--- src/rtl/pipe_hazard_ctrl.sv ---
// Hazard/pipeline control for the 5-stage core: combinational stall, bubble, flush and redirect decode.
// Holds only RUN/MC_BUSY state and a countdown. Optional perf counters under HAZARD_PERF_CNT_EN.
module pipe_hazard_ctrl #(
   parameter int REG_ADDR_W  = 5,
   parameter int MC_LAT      = 4,
   parameter int FLUSH_DEPTH = 2,
   parameter int CNT_W       = 16
) (
   input  logic                  clk_i,
   input  logic                  rst_i,
   input  logic [REG_ADDR_W-1:0] id_rs1_i,
   input  logic [REG_ADDR_W-1:0] id_rs2_i,
   input  logic                  id_use_rs1_i,
   input  logic                  id_use_rs2_i,
   input  logic [REG_ADDR_W-1:0] ex_rd_i,
   input  logic                  ex_mem_read_i,
   input  logic                  ex_mc_i,
   input  logic                  br_taken_i,
   output logic                  pc_write_o,
   output logic                  if_id_write_o,
   output logic                  if_id_flush_o,
   output logic                  id_ex_write_o,
   output logic                  id_ex_bubble_o,
   output logic                  ex_mem_bubble_o,
   output logic                  pc_sel_o,
   output logic                  busy_o,
   output logic [CNT_W-1:0]      stall_cnt_o,
   output logic [CNT_W-1:0]      flush_cnt_o
);

   typedef enum logic [0:0] {RUN = 1'b0, MC_BUSY = 1'b1} state_t;

   state_t     state_q, state_d;
   logic [7:0] cnt_q, cnt_d;
   logic       load_use;
   logic       mc_stall;
   logic       br_ok;

   assign load_use = ex_mem_read_i && (ex_rd_i != '0) &&
                     ((id_use_rs1_i && (id_rs1_i == ex_rd_i)) ||
                      (id_use_rs2_i && (id_rs2_i == ex_rd_i)));

   // In RUN a non-zero cnt marks the cycle right after an op left EX, so ex_mc_i is stale.
   assign mc_stall = (state_q == MC_BUSY) || (ex_mc_i && (cnt_q == '0));
   assign br_ok    = br_taken_i && ((state_q == RUN) || (FLUSH_DEPTH == 3));

   always_comb begin
      pc_write_o      = 1'b1;
      if_id_write_o   = 1'b1;
      if_id_flush_o   = 1'b0;
      id_ex_write_o   = 1'b1;
      id_ex_bubble_o  = 1'b0;
      ex_mem_bubble_o = 1'b0;
      pc_sel_o        = 1'b0;
      busy_o          = (state_q == MC_BUSY);
      if (br_ok) begin
         pc_sel_o        = 1'b1;
         if_id_flush_o   = 1'b1;
         id_ex_bubble_o  = (FLUSH_DEPTH >= 2);
         ex_mem_bubble_o = (FLUSH_DEPTH == 3);
      end else if (mc_stall) begin
         pc_write_o      = 1'b0;
         if_id_write_o   = 1'b0;
         id_ex_write_o   = 1'b0;
         ex_mem_bubble_o = 1'b1;
      end else if (load_use) begin
         pc_write_o      = 1'b0;
         if_id_write_o   = 1'b0;
         id_ex_bubble_o  = 1'b1;
      end
   end

   always_comb begin
      state_d = state_q;
      cnt_d   = cnt_q;
      case (state_q)
         RUN: begin
            cnt_d = '0;
            if (!br_taken_i && ex_mc_i && (cnt_q == '0)) begin
               if (MC_LAT == 2) begin
                  cnt_d = 8'd1;
               end else begin
                  state_d = MC_BUSY;
                  cnt_d   = 8'(MC_LAT - 2);
               end
            end
         end
         MC_BUSY: begin
            if (br_taken_i && (FLUSH_DEPTH == 3)) begin
               state_d = RUN;
               cnt_d   = '0;
            end else if (cnt_q == 8'd1) begin
               state_d = RUN;
               cnt_d   = 8'd1;
            end else begin
               cnt_d = cnt_q - 8'd1;
            end
         end
         default: begin
            state_d = RUN;
            cnt_d   = '0;
         end
      endcase
   end

   always_ff @(posedge clk_i or negedge rst_i) begin
      if (!rst_i) begin
         state_q <= RUN;
         cnt_q   <= '0;
      end else begin
         state_q <= state_d;
         cnt_q   <= cnt_d;
      end
   end

`ifdef HAZARD_PERF_CNT_EN
   logic [CNT_W-1:0] stall_cnt_q, stall_cnt_d;
   logic [CNT_W-1:0] flush_cnt_q, flush_cnt_d;

   always_comb begin
      stall_cnt_d = stall_cnt_q;
      flush_cnt_d = flush_cnt_q;
      if (!pc_write_o && (stall_cnt_q != {CNT_W{1'b1}}))
         stall_cnt_d = stall_cnt_q + 1'b1;
      if (br_taken_i && (flush_cnt_q != {CNT_W{1'b1}}))
         flush_cnt_d = flush_cnt_q + 1'b1;
   end

   always_ff @(posedge clk_i or negedge rst_i) begin
      if (!rst_i) begin
         stall_cnt_q <= '0;
         flush_cnt_q <= '0;
      end else begin
         stall_cnt_q <= stall_cnt_d;
         flush_cnt_q <= flush_cnt_d;
      end
   end

   assign stall_cnt_o = stall_cnt_q;
   assign flush_cnt_o = flush_cnt_q;
`else
   assign stall_cnt_o = '0;
   assign flush_cnt_o = '0;
`endif

   // With shallow flush the branch cannot be in MEM while an op occupies EX.
   br_in_busy_legal: assert property (@(posedge clk_i) disable iff (!rst_i)
      !((state_q == MC_BUSY) && br_taken_i && (FLUSH_DEPTH < 3)));

endmodule

--- config.mk ---
export PLATFORM = sky130hd
export DESIGN_NAME = pipe_hazard_ctrl
export DESIGN_NICKNAME = d
export VERILOG_FILES = /design/src/rtl/pipe_hazard_ctrl.sv
export SDC_FILE = /design/constraint.sdc
export NUM_CORES = 1
export LEC_CHECK = 0
export BUFFER_PORTS_ARGS = -buffer_cell sky130_fd_sc_hd__buf_4
export CAP_MARGIN = 20
export CORE_AREA = 2 2 53 55
export CTS_CLUSTER_DIAMETER = 40
export DETAILED_ROUTE_END_ITERATION = 8
export DIE_AREA = 0 0 55 57
export PLACE_DENSITY = 0.77
export RECOVER_POWER = 25
export SETUP_SLACK_MARGIN = 0.2
export SLEW_MARGIN = 30
export SYNTH_ARGS = -nofsm -noshare
export SYNTH_HDL_FRONTEND = slang
export SYNTH_SLANG_ARGS = --single-unit
--- constraint.sdc ---
create_clock -name clk_i -period 1.9 [get_ports clk_i]
set_clock_uncertainty 0.15 [all_clocks]
set_input_delay 0.285 -clock clk_i [delete_from_list [all_inputs] [get_ports clk_i]]
set_output_delay 0.285 -clock clk_i [all_outputs]
set_load 0.02 [all_outputs]
# Word-level counts from Yosys, hierarchy flattened
# Index checks and enable logic that the tools add are counted.
[word_totals] out_inout_bits=40 word_cells=37 register_bits=9 inputBits=22
[classes] n_mux=17 n_eq_ne=3 bitwise_logic=1 addsub=1 n_reduce_logical=13
[ops] cell="one-hot mux 8 bit (2 select lines)" count=1
[ops] cell="two-way mux 1 bit" count=13
[ops] cell="equality test 5 bit" count=2
[ops] cell="equality test 8 x 1 -> 1 bit (second input constant)" count=1
[ops] cell="logical AND 1 bit" count=8
[ops] cell="zero test 8 bit" count=1
[ops] cell="two-way mux 8 bit" count=1
[ops] cell="subtractor 8 x 1 -> 8 bit (second input constant)" count=1
[ops] cell="nonzero test 5 bit" count=1
[ops] cell="logical OR 1 bit" count=2
[ops] cell="two-way mux 2 bit" count=1
[ops] cell="one-hot mux 1 bit (2 select lines)" count=1
[ops] cell="zero test 1 bit" count=1
[ops] cell="NOT 1 bit" count=1

# Logic depth before layout (Yosys ltp)
[depth] ltp_word=7 mapped_depth=7 depth_no_buf=6

# Worst setup path before layout
# Ideal clock, no wire load.
[synth_path] path_kind="register -> output" startpoint="register cnt_q[0]" endpoint="output port id_ex_bubble_o" arrival_time_ps=2091 slack_ps=-626 t_required_ps=1465 stages_incl_launch_ff=7 n_path_buf=0 path_cell_list="dfrtp_1 inv_1 ha_1 nor3b_1 a41oi_2 inv_1 o31ai_1"
[synth_via] elab_chain_cells=5
[synth_rtl] item="from (decl)" line_no="34" rtl="logic [7:0] cnt_q, cnt_d;"
[synth_rtl] item="from (signal assigned)" line_no="112" rtl="cnt_q <= cnt_d;"
[synth_rtl] item="zero test 8 bit" line_no="44" rtl="assign mc_stall = (state_q == MC_BUSY) || (ex_mc_i && (cnt_q == '0));"
[synth_rtl] item="logical AND 1 bit" line_no="44"
[synth_rtl] item="logical OR 1 bit" line_no="44"
[synth_rtl] item="two-way mux 1 bit" line_no="61" rtl="end else if (mc_stall) begin"
[synth_rtl] item="two-way mux 1 bit" line_no="56" rtl="if (br_ok) begin"
[synth_rtl] item="to (decl)" line_no="23" rtl="output logic id_ex_bubble_o,"
# Every way passes these cells.

# Worst setup path in the final report
# Ends and elaborated chain as after synthesis.

==> reports/summary.log <==
qor: cts.cts_sinks 9
qor: synth.number_of_flops_mapped_to_enable_cells_by_yosys 0
qor: placed_design.dp_hpwl 1.54 mm
qor: synth.netlist_instances 96
qor: placed_design.placed_instance_area 1090 um^2
qor: global_routing.first_pass_grt_wire_length 2.91 mm
qor: global_routing.globalRouteMet3Util 5.76%
qor: cts.clk_pin_slew 0.07 ns
qor: synth.post_synth_instance_area 867 um^2
qor: sta.setup_ws -0.168 ns
qor: sta.worst-slew-pin-transition 0.502 ns
qor: power_and_ir_drop.vdd_ir_drop_max 0.000910 V
qor: synth.synthesis.yosys.warnings 0
qor: power_and_ir_drop.cellLeakagePower 0.616 nW
qor: cts.h-tree-depth 1
qor: sta.achievable-frequency 484 MHz
qor: job.cap_viol_max_count 0
qor: synth.synth_adder_area_share 2.89%
qor: worst_setup_path.critPathLaunchType register
qor: synth.post_synthesis_sequential_area_ratio 26.0%
qor: cts.cts.path.max_buffers 2
qor: placed_design.gp_congestion 0.742
qor: cts.tritoncts yes
qor: worst_setup_path.critPathCaptureType primary output
qor: layout.final_util 47.4%
qor: global_routing.use_met2 23.5%
qor: floorplan.top_level_ports 62
qor: sta.report.final.slew_viol_count 0
qor: drt.num_vias 734
qor: worst_setup_path.critical_path_arrival 1.63 ns
qor: layout.final_area 1240 um^2
qor: synth.total_of_flip_flops_plus_latches_after_synthesis 9
qor: layout.final-instance-count-excl-fill 173
qor: placed_design.port-buffer-count 29
qor: cts.cts_inserted_buffers 3
qor: floorplan.die-height 57 um
qor: drt.ant_nets 0
qor: global_routing.grt_pass1_vias 702
qor: drt.post-route-drc-count 0
qor: drt.drt_pass1_iterations 2
qor: placed_design.pre_cts_slack -0.0768 ns
qor: layout.finalNetCount 167
qor: drt.drt_wl_total 2.04 mm
qor: global_routing.pin_count_of_the_biggest_net_entering_global_routing 10
qor: worst_setup_path.critical_path_cell_list inv_2 -> ha_4 -> nor3b_4 -> a41oi_4 -> inv_2 -> o31ai_4 -> buf_6
qor: synth.synth.mux.area_fraction 0%
qor: layout.syn2layout_area_growth 42.9%
qor: synth.synth_area_per_cell 9.03 um^2
qor: floorplan.rows 19
qor: synth.synth_xor_xnor_area_share 15.2%
qor: global_routing.number_of_antenna_violations_at_the_first_check_in_global_routing 0
qor: sta.period_needed 2.07 ns
qor: synth.synthArstFlopShare 100%
qor: placed_design.placed_cells_incl_taps 161
qor: floorplan.die_area 3140 um^2
qor: worst_setup_path.cp_slowest_cell sky130_fd_sc_hd__dfrtp_1
qor: global_routing.globalRouteOverflowTotal 0
qor: worst_setup_path.cp.required 1.46 ns
qor: worst_setup_path.critPathMaxFanout 4
qor: cts.ctsRootBufferMaster sky130_fd_sc_hd__clkbuf_4
qor: floorplan.initial_core_utilization 33.2%
qor: layout.insertedDiodeCount 0
qor: worst_setup_path.path_delay_family compound AO/OA/AOI/OAI gates
qor: min_path.hp-class in -> async
qor: layout.layout-drive-gt1-share 43.0%
qor: synth.synthSimpleGateAreaFrac 14.7%
qor: cts.clock_latency_on_the_worst_skew_pair 0.26 ns
qor: global_routing.global_route.usage.total 12.9%
qor: synth.ys_dominant_reg_cell sky130_fd_sc_hd__dfrtp_1
qor: sta.min_period_over_period 109%
qor: drt.drt_iter0_markers 3
qor: synth.compound_gate_fraction_of_synth_area 9.24%
qor: sta.finalHoldViolations 0
qor: status.violations setup timing
qor: synth.combinational_family_with_the_most_area_after_synthesis buffers and inverters
qor: sta.grt_setup_unrepaired yes
qor: worst_setup_path.worst-setup-path-type reg -> out
qor: floorplan.core_area 2620 um^2
qor: worst_setup_path.critical_path.most_common_cell sky130_fd_sc_hd__inv_2
qor: floorplan.floorplan.die.width 55 um
qor: global_routing.use_met1 12.0%
qor: sta.setup_viol_count_final 8
qor: drt.route.detailed.wl_per_inst 11.8 um
qor: power_and_ir_drop.total_power_per_unit_cell_area 1430 nW/um^2
qor: worst_setup_path.critical-path-max-stage-delay 0.37 ns
qor: sta.slew_headroom 66.6%
qor: worst_setup_path.cp.buffers_inverters 3
qor: global_routing.most_used_routing_layer met2
qor: synth.synth_cell_types 26
qor: drt.post_drt_via_cell_ratio 4.24
qor: sta.whs 0.339 ns
qor: status.status complete, but fails checks
state kept, by name, summed over array words and instances (netlist names):
name	count
cnt_q	8
busy_o	1
cell usage after synthesis, types with 2 or more instances:
cell type | n | area [um^2]
sky130_fd_sc_hd__xnor2_1 | 6 | 52.6
sky130_fd_sc_hd__dfrtp_1 | 9 | 225
sky130_fd_sc_hd__nor2_1 | 7 | 26.3
sky130_fd_sc_hd__inv_1 | 5 | 18.8
sky130_fd_sc_hd__ha_1 | 2 | 25.0
sky130_fd_sc_hd__o31ai_1 | 2 | 15.0
sky130_fd_sc_hd__xor2_1 | 9 | 78.8
sky130_fd_sc_hd__a21oi_1 | 2 | 10.0
sky130_fd_sc_hd__buf_4 | 34 | 255
sky130_fd_sc_hd__nor4_1 | 2 | 12.5
sky130_fd_sc_hd__nand2_1 | 3 | 11.3
per-layer routing:
layer	share of wire, %	up-vias
li1	-	344
met1	32	339
met2	56	45
met3	10	6
met4	2.0	0
met5	0	-
kinds of logic after synthesis:
logic type | Yosys count
buf+inv | 39
flops | 9
other cells | 1
xor+xnor | 15
simple gates | 20
compound gates | 10
fa+ha+maj | 2
layout make-up:
cell class                      count  area (um^2)
Inverter                            5         18.8
Clock buffer                        4         26.3
Tap cell                           31         38.8
Sequential cell                     9          225
Timing Repair Buffer               45          370
Fill cell                         270         1380
Multi-Input combinational cell     79          559
cell usage in the layout (no fill, tap or decap), drive strengths merged:
cell type    instances
a41oi                2
xnor2                6
o31ai                2
or4                  2
nand3                1
dlygate4sd3          1
a21boi               1
xor2                 9
clkbuf               5
conb                32
a32oi                1
o21ai                1
nor4                 4
inv                  5
nor2                 8
a21oi                2
and2                 1
buf                 43
o31a                 1
nand2                3
ha                   2
nor3b                1
dfrtp                9
where the power goes:
group	switching, mW	total (mW)	internal (mW)	leakage, nW
Clock	0.0718	0.153	0.0811	0.0150
Combinational	0.603	1.25	0.643	0.484
Sequential	0.104	0.370	0.266	0.117
Total	0.778	1.77	0.990	0.616
timing repair:
action	4_1_cts	5_1_grt
setup buffers	4	3
pin swaps	3	1
hold buffers	1	0
hold endpoints to repair	9	0
endpoints found under the setup margin	9	10
resized for setup	12	4
path summary, 6_finish.rpt:
check                      slack [ns]               start            endpoint  cells past startpoint
min                              0.34               rst_i  cnt_q[7]$_DFF_PN0_                      2
max reg2reg                     -0.05  cnt_q[1]$_DFF_PN0_  cnt_q[7]$_DFF_PN0_                      7
min in group clk_i               0.42             ex_mc_i  cnt_q[1]$_DFF_PN0_                      4
max in group asynchronous        0.92               rst_i    busy_o$_DFF_PN0_                      2
min reg2reg                      0.47    busy_o$_DFF_PN0_  cnt_q[1]$_DFF_PN0_                      1
max                             -0.17  cnt_q[0]$_DFF_PN0_      id_ex_bubble_o                      7
through the flow:
stage	TNS, ns	power, mW
finish	-0.878	1.77
detailed placement	-0.215	1.36
global placement	-0.142	1.32
floorplan	-0.173	1.07
global route	-1.77	1.89
CTS	-0.982	1.67
worst reg2reg max path: stages, from the launching register on:
cell,delay (ns)
sky130_fd_sc_hd__dfrtp_1,0.39
sky130_fd_sc_hd__buf_4,0.14
sky130_fd_sc_hd__buf_6,0.11
sky130_fd_sc_hd__buf_6,0.11
sky130_fd_sc_hd__or4_4,0.58
sky130_fd_sc_hd__nor4_4,0.16
sky130_fd_sc_hd__xnor2_1,0.16
sky130_fd_sc_hd__nor2_2,0.05
Note: power is estimated with default switching activity, not from simulation.
